===== config.mk =====
export PLATFORM = sky130hd
export DESIGN_NAME = cline_responder
export DESIGN_NICKNAME = d
export VERILOG_FILES = /design/src/rtl/cline_responder_pkg.sv /design/src/rtl/cline_beat_buffer.sv /design/src/rtl/cline_responder.sv
export SDC_FILE = /design/constraint.sdc
export NUM_CORES = 1
export LEC_CHECK = 0
export BUFFER_PORTS_ARGS = -buffer_cell sky130_fd_sc_hd__buf_2
export CORE_ASPECT_RATIO = 1.5
export CORE_MARGIN = 1
export CORE_UTILIZATION = 45
export CTS_CLUSTER_SIZE = 28
export DETAILED_ROUTE_END_ITERATION = 6
export HOLD_SLACK_MARGIN = 0.03
export PLACE_DENSITY_LB_ADDON = 0.1
export SLEW_MARGIN = 15
export SYNTH_ARGS = -nofsm -noshare
export SYNTH_HDL_FRONTEND = slang
export SYNTH_SLANG_ARGS = --single-unit

===== constraint.sdc =====
create_clock -name clk -period 4.9 [get_ports clk]
set_input_delay 0.49 -clock clk [delete_from_list [all_inputs] [get_ports clk]]
set_output_delay 0.49 -clock clk [all_outputs]
set_load 0.01 [all_outputs]

===== src/rtl/cline_responder_pkg.sv =====
// ---------------------------------------------------------------------------
// cline_responder_pkg
// Shared types for the L1<->L2 line responder: the LC-3b word and cacheline
// types, the beat index type and the responder FSM state encoding.
// No ports (package).
// ---------------------------------------------------------------------------
package cline_responder_pkg;

    localparam int LINE_WORDS = 8;

    typedef logic [15:0]  lc3b_word;
    typedef logic [127:0] lc3b_cacheline;
    typedef logic [2:0]   lc3b_beat;

    typedef enum logic [1:0] {
        IDLE    = 2'd0,
        CAPTURE = 2'd1,
        BEAT    = 2'd2,
        RESPOND = 2'd3
    } state_t;

endpackage


===== src/rtl/cline_beat_buffer.sv =====
// ---------------------------------------------------------------------------
// cline_beat_buffer
// 128-bit line register that can be loaded either as a whole line or one
// 16-bit word at a time. Whole-line load has priority over word load.
// Ports:
//   clk, rst   : clock, synchronous active-high reset (clears the line)
//   line_we    : load line_in into the whole register
//   line_in    : full line to load
//   word_we    : load word_in into the word selected by word_sel
//   word_sel   : word index, word 0 at bits [15:0]
//   word_in    : word to load
//   line_out   : current register contents
// ---------------------------------------------------------------------------
module cline_beat_buffer
    import cline_responder_pkg::*;
(
    input  logic          clk,
    input  logic          rst,
    input  logic          line_we,
    input  lc3b_cacheline line_in,
    input  logic          word_we,
    input  lc3b_beat      word_sel,
    input  lc3b_word      word_in,
    output lc3b_cacheline line_out
);

    lc3b_cacheline data;

    always_ff @(posedge clk) begin
        if (rst) begin
            data <= '0;
        end else if (line_we) begin
            data <= line_in;
        end else if (word_we) begin
            data[{word_sel, 4'b0000} +: 16] <= word_in;
        end
    end

    assign line_out = data;

endmodule


===== src/rtl/cline_responder.sv =====
// ---------------------------------------------------------------------------
// cline_responder
// Responder end of the L1<->L2 line interface. Takes one 128-bit line read
// or write from L1 and services it as eight 16-bit beats on the word-wide
// memory bus, then pulses l2_resp for one cycle (with the line on reads).
// Ports:
//   clk, rst              : clock, synchronous active-high reset
//   l2_read, l2_write     : line request from L1, held until l2_resp
//   l2_address, l2_wdata  : line address / write line, valid one cycle
//                           after the request first rises
//   l2_rdata, l2_resp     : assembled read line, completion pulse
//   mem_read, mem_write   : word strobes, high across all beats
//   mem_address           : word address (always even)
//   mem_wdata             : write word
//   mem_rdata, mem_resp   : read word, beat completion
// ---------------------------------------------------------------------------
module cline_responder
    import cline_responder_pkg::lc3b_word;
    import cline_responder_pkg::lc3b_cacheline;
    import cline_responder_pkg::lc3b_beat;
    import cline_responder_pkg::state_t;
    import cline_responder_pkg::IDLE;
    import cline_responder_pkg::CAPTURE;
    import cline_responder_pkg::BEAT;
    import cline_responder_pkg::RESPOND;
#(
    parameter int LINE_WORDS = cline_responder_pkg::LINE_WORDS
) (
    input  logic          clk,
    input  logic          rst,
    input  logic          l2_read,
    input  logic          l2_write,
    input  lc3b_word      l2_address,
    input  lc3b_cacheline l2_wdata,
    output lc3b_cacheline l2_rdata,
    output logic          l2_resp,
    output logic          mem_read,
    output logic          mem_write,
    output lc3b_word      mem_address,
    output lc3b_word      mem_wdata,
    input  lc3b_word      mem_rdata,
    input  logic          mem_resp
);

    state_t        state;
    state_t        next_state;
    logic          op_read;     // latched operation, governs until RESPOND
    logic [11:0]   line_addr;   // line number; byte offset is always zero
    lc3b_beat      cnt;
    logic          request;
    logic          last_beat;
    logic          beat_done;
    lc3b_cacheline rbuf;
    lc3b_cacheline wbuf;
    logic          unused_addr_bits;

    // Simultaneous read and write is not a request.
    assign request   = l2_read ^ l2_write;
    assign last_beat = (cnt == lc3b_beat'(LINE_WORDS - 1));
    assign beat_done = (state == BEAT) && mem_resp;

    // Offset within the line is discarded.
    assign unused_addr_bits = ^l2_address[3:0];

    // State register
    always_ff @(posedge clk) begin
        if (rst) begin
            state <= IDLE;
        end else begin
            state <= next_state;
        end
    end

    // Next-state logic
    always_comb begin
        next_state = state;
        unique case (state)
            IDLE:    if (request) next_state = CAPTURE;
            CAPTURE: next_state = BEAT;
            BEAT:    if (mem_resp && last_beat) next_state = RESPOND;
            RESPOND: next_state = IDLE;
            default: next_state = IDLE;
        endcase
    end

    // Outputs decode only from state and registers, never from mem_resp or
    // the l2_* inputs, so the memory side sees no combinational loop back.
    always_comb begin
        mem_read    = 1'b0;
        mem_write   = 1'b0;
        mem_address = '0;
        mem_wdata   = '0;
        l2_resp     = 1'b0;
        unique case (state)
            BEAT: begin
                mem_read    = op_read;
                mem_write   = !op_read;
                mem_address = {line_addr, cnt, 1'b0};
                if (!op_read) begin
                    mem_wdata = wbuf[{cnt, 4'b0000} +: 16];
                end
            end
            RESPOND: l2_resp = 1'b1;
            default: ;
        endcase
    end

    // Operation, line address and beat counter
    always_ff @(posedge clk) begin
        if (rst) begin
            op_read   <= 1'b0;
            line_addr <= '0;
            cnt       <= '0;
        end else begin
            unique case (state)
                IDLE: if (request) op_read <= l2_read;
                CAPTURE: begin
                    // Address lags the request by one cycle on the L1 side.
                    line_addr <= l2_address[15:4];
                    cnt       <= '0;
                end
                BEAT: if (mem_resp && !last_beat) cnt <= cnt + 3'd1;
                default: ;
            endcase
        end
    end

    // Read line assembled one word per completed beat.
    cline_beat_buffer u_rbuf (
        .clk      (clk),
        .rst      (rst),
        .line_we  (1'b0),
        .line_in  ('0),
        .word_we  (beat_done && op_read),
        .word_sel (cnt),
        .word_in  (mem_rdata),
        .line_out (rbuf)
    );

    // Write line captured whole, alongside the address.
    cline_beat_buffer u_wbuf (
        .clk      (clk),
        .rst      (rst),
        .line_we  ((state == CAPTURE) && !op_read),
        .line_in  (l2_wdata),
        .word_we  (1'b0),
        .word_sel (cnt),
        .word_in  ('0),
        .line_out (wbuf)
    );

    assign l2_rdata = rbuf;

endmodule


==> flow_metrics.tcl <==
set metrics [dict create \
    drc_errors 0 \
    cts_hold_buf 0 \
    drive_above_1_share_pct 28.7 \
    synth_edf_count 0 \
    area_delta_synth_final_pct 22.2 \
    netlist_area_mm2 0.0118 \
    grt_max_degree 106 \
    fin_setup_tns_ns 0 \
    synthesis.nets 1437 \
    drtIter0Drc 422 \
    cts_root_buffer "clkbuf_16" \
    antenna_found_initial 2 \
    ys_seq_area_share_pct 46.5 \
    ys_async_sr_fraction_pct 0 \
    initial_core_util_pct 45.8 \
    clkLatencyLatePin_ns 0.54 \
    synth_ff_type "dfxtp_1" \
    gp_congestion 0.816 \
    via_per_inst 5.13 \
    yosys_register_bits 274 \
    wire_per_inst_um 17.8 \
    core_mm2 0.0258 \
    p_leak_nw 5.68 \
    startpoint_type "flip-flop" \
    critPathArrivalTime_ns 2.95 \
    num_rows 72 \
    ant_nets 0 \
    placed_area_mm2 0.0135 \
    port-buffer-count 322 \
    hold_violations 0 \
    first_global_vias 9549 \
    worstPathMaxFanout 27 \
    cts_tree "done" \
    synth_area_leaders "dfxtp_1 (47%), mux2i_1 (11%), nand2_1 (9.3%), nand2b_1 (7.0%), a21oi_1 (6.3%)" \
    nNetsFinal 1697 \
    yosys.cell_count.top_type "nand2_1" \
    cp-end-kind "output pin" \
    syn_area_per_cell_um2 9.35 \
    hpwl_mm 23.2 \
    synth_warnings 0 \
    grt_usage_pct 24.4 \
    dieWidth_um 134 \
    cts_inserted_buffers 28 \
    die-area_mm2 0.0269 \
    synth_top_area_share_pct 46.5 \
    fmax_mhz 290 \
    postSynthCellCount 1261 \
    ys_types 41 \
    cp.required_ns 4.41 \
    cts_resized 0 \
    clkSinkCount 274 \
    fin_area_mm2 0.0144 \
    relSlewSlack_pct 27.2 \
    dp_slack_ns 1.61 \
    irDropWorstVdd_mv 0.299 \
    fillers 2445 \
    cts_setup_buffers 0 \
    finalCritPeriodShare_pct 70.3 \
    skew_ns 0.00915 \
    powerDensity_mw_per_mm2 426 \
    num_io_pins 328 \
    fin_crit_ns 3.44 \
    synth_commonest_cells "nand2_1 (292), dfxtp_1 (274), a21oi_1 (148), nand2b_1 (132), mux2i_1 (125)" \
    setup_viol 0 \
    maxSlewViolCount 0 \
    die_y_um 200 \
    gr-total-overflow 0 \
    rsz0062_at_grt "false" \
    routed_wl_mm 33.4 \
    worst_slack_ns 1.46 \
    dr.pass1.iters 4 \
    max_cap_viol_count 0 \
    clk_pin_slew_worst_paths_ns 0.06 \
    critPathKind "flip-flop to output pin" \
    worstMarginPinSlew_ns 1.09 \
    htreeDepth 1 \
    yosysTopAreaCell "dfxtp_1" \
    status "complete, no violations" \
    num_vias 9605 \
    grt_pass1_wl_mm 51.5 \
    min-delay-path-class "primary input to flip-flop" \
    ctsLongestPathBuffers 3 \
]
[where the power goes]
| group | switching, W | internal (W) | leakage, nW |
|---|---|---|---|
| Clock | 0.000880 | 0.00128 | 0.471 |
| Combinational | 0.000820 | 0.000486 | 2.99 |
| Sequential | 0.000175 | 0.00250 | 2.22 |
| Total | 0.00188 | 0.00426 | 5.68 |
[path summary, 6_finish.rpt]
kind	startpoint	end	slack (ns)	depth (start not counted)
max	state[0]	mem_wdata[12]	1.46	6
min	l2_wdata[113]	u_wbuf.line_out[113]	0.18	3
max reg2reg	cnt[0]	u_rbuf.line_out[103]	1.69	5
min reg2reg	u_wbuf.line_out[46]	u_wbuf.line_out[46]	0.45	2
[per-stage QoR]
| step | hold slack, ns | instances | power (W) | utilization (%) |
|---|---|---|---|---|
| global placement | 0.439 | 1824 | 0.00401 | 52.3 |
| global route | 0.176 | 1874 | 0.00647 | 55.9 |
| detailed placement | 0.447 | 1824 | 0.00404 | 52.3 |
| floorplan | 0.433 | 1261 | 0.00368 | - |
| CTS | 0.162 | 1873 | 0.00621 | 55.9 |
| finish | 0.181 | 1874 | 0.00614 | 55.9 |
[critical path, cell delays in order, from the launching register on]
cell and delay, ns:
dfxtp_1 0.33, inv_1 0.10, ha_1 0.75, nor2b_1 0.29
and2_1 0.58, a22o_1 0.23, buf_2 0.15
[layout make-up]
cell class | count | area (um2) | share of cell area, %
sequential | 274 | 5490 | 38.1
clock buffer | 43 | 878 | 6.09
clock inverter | 6 | 66.3 | 0.460
timing repair buffer | 334 | 1710 | 11.8
antenna | 1 | 2.50 | 0.0174
tap | 333 | 417 | 2.89
multi-input combinational | 878 | 5830 | 40.5
inverter | 5 | 18.8 | 0.130
[flip-flops by register name, indices dropped and copies added (netlist names)]
| register | flops |
|---|---|
| u_wbuf.line_out | 128 |
| state | 2 |
| op_read | 1 |
| line_addr | 12 |
| u_rbuf.line_out | 128 |
| cnt | 3 |
[routing by layer]
| metal | track usage [%] | up-vias | part of all wire (%) | wire [um] |
|---|---|---|---|---|
| li1 | - | 4771 | - | - |
| met4 | 9.11 | 2 | 3.4 | 1150 |
| met5 | 0 | - | 0.039 | 13 |
| met1 | 27.2 | 4517 | 39 | 12900 |
| met2 | 44.4 | 259 | 51 | 17100 |
| met3 | 5.69 | 56 | 6.6 | 2210 |
[cell families (layout without fill, tap and decap cells)]
family | Yosys count | in the layout | share of synthesized area, %
buffers and inverters | 109 | 388 | 4.22
multiplexers | 157 | 157 | 16.7
adder cells (fa/ha/maj) | 11 | 11 | 1.17
AND/OR/NAND/NOR | 523 | 523 | 21.9
other | 1 | 2 | 0.0318
flip-flops | 274 | 274 | 46.5
AO/OA/AOI/OAI | 185 | 185 | 9.39
XOR/XNOR | 1 | 1 | 0.0743
[cell usage in the layout (no fill, tap or decap), drive strengths merged, types with 2 or more instances in the layout]
| cell | instances |
|---|---|
| nand4 | 19 |
| buf | 334 |
| mux2i | 125 |
| nand2b | 132 |
| inv | 5 |
| clkbuf | 43 |
| dfxtp | 274 |
| nor2 | 18 |
| nand3 | 22 |
| o31ai | 17 |
| nor3 | 4 |
| mux4 | 32 |
| a22o | 17 |
| or2 | 2 |
| and2 | 19 |
| clkinv | 5 |
| and3b | 2 |
| ha | 11 |
| o21ai | 2 |
| nor4 | 2 |
| nor4b | 2 |
| nand2 | 292 |
| nor2b | 5 |
| a21oi | 148 |
Note: power is estimated with default switching activity, not from simulation.
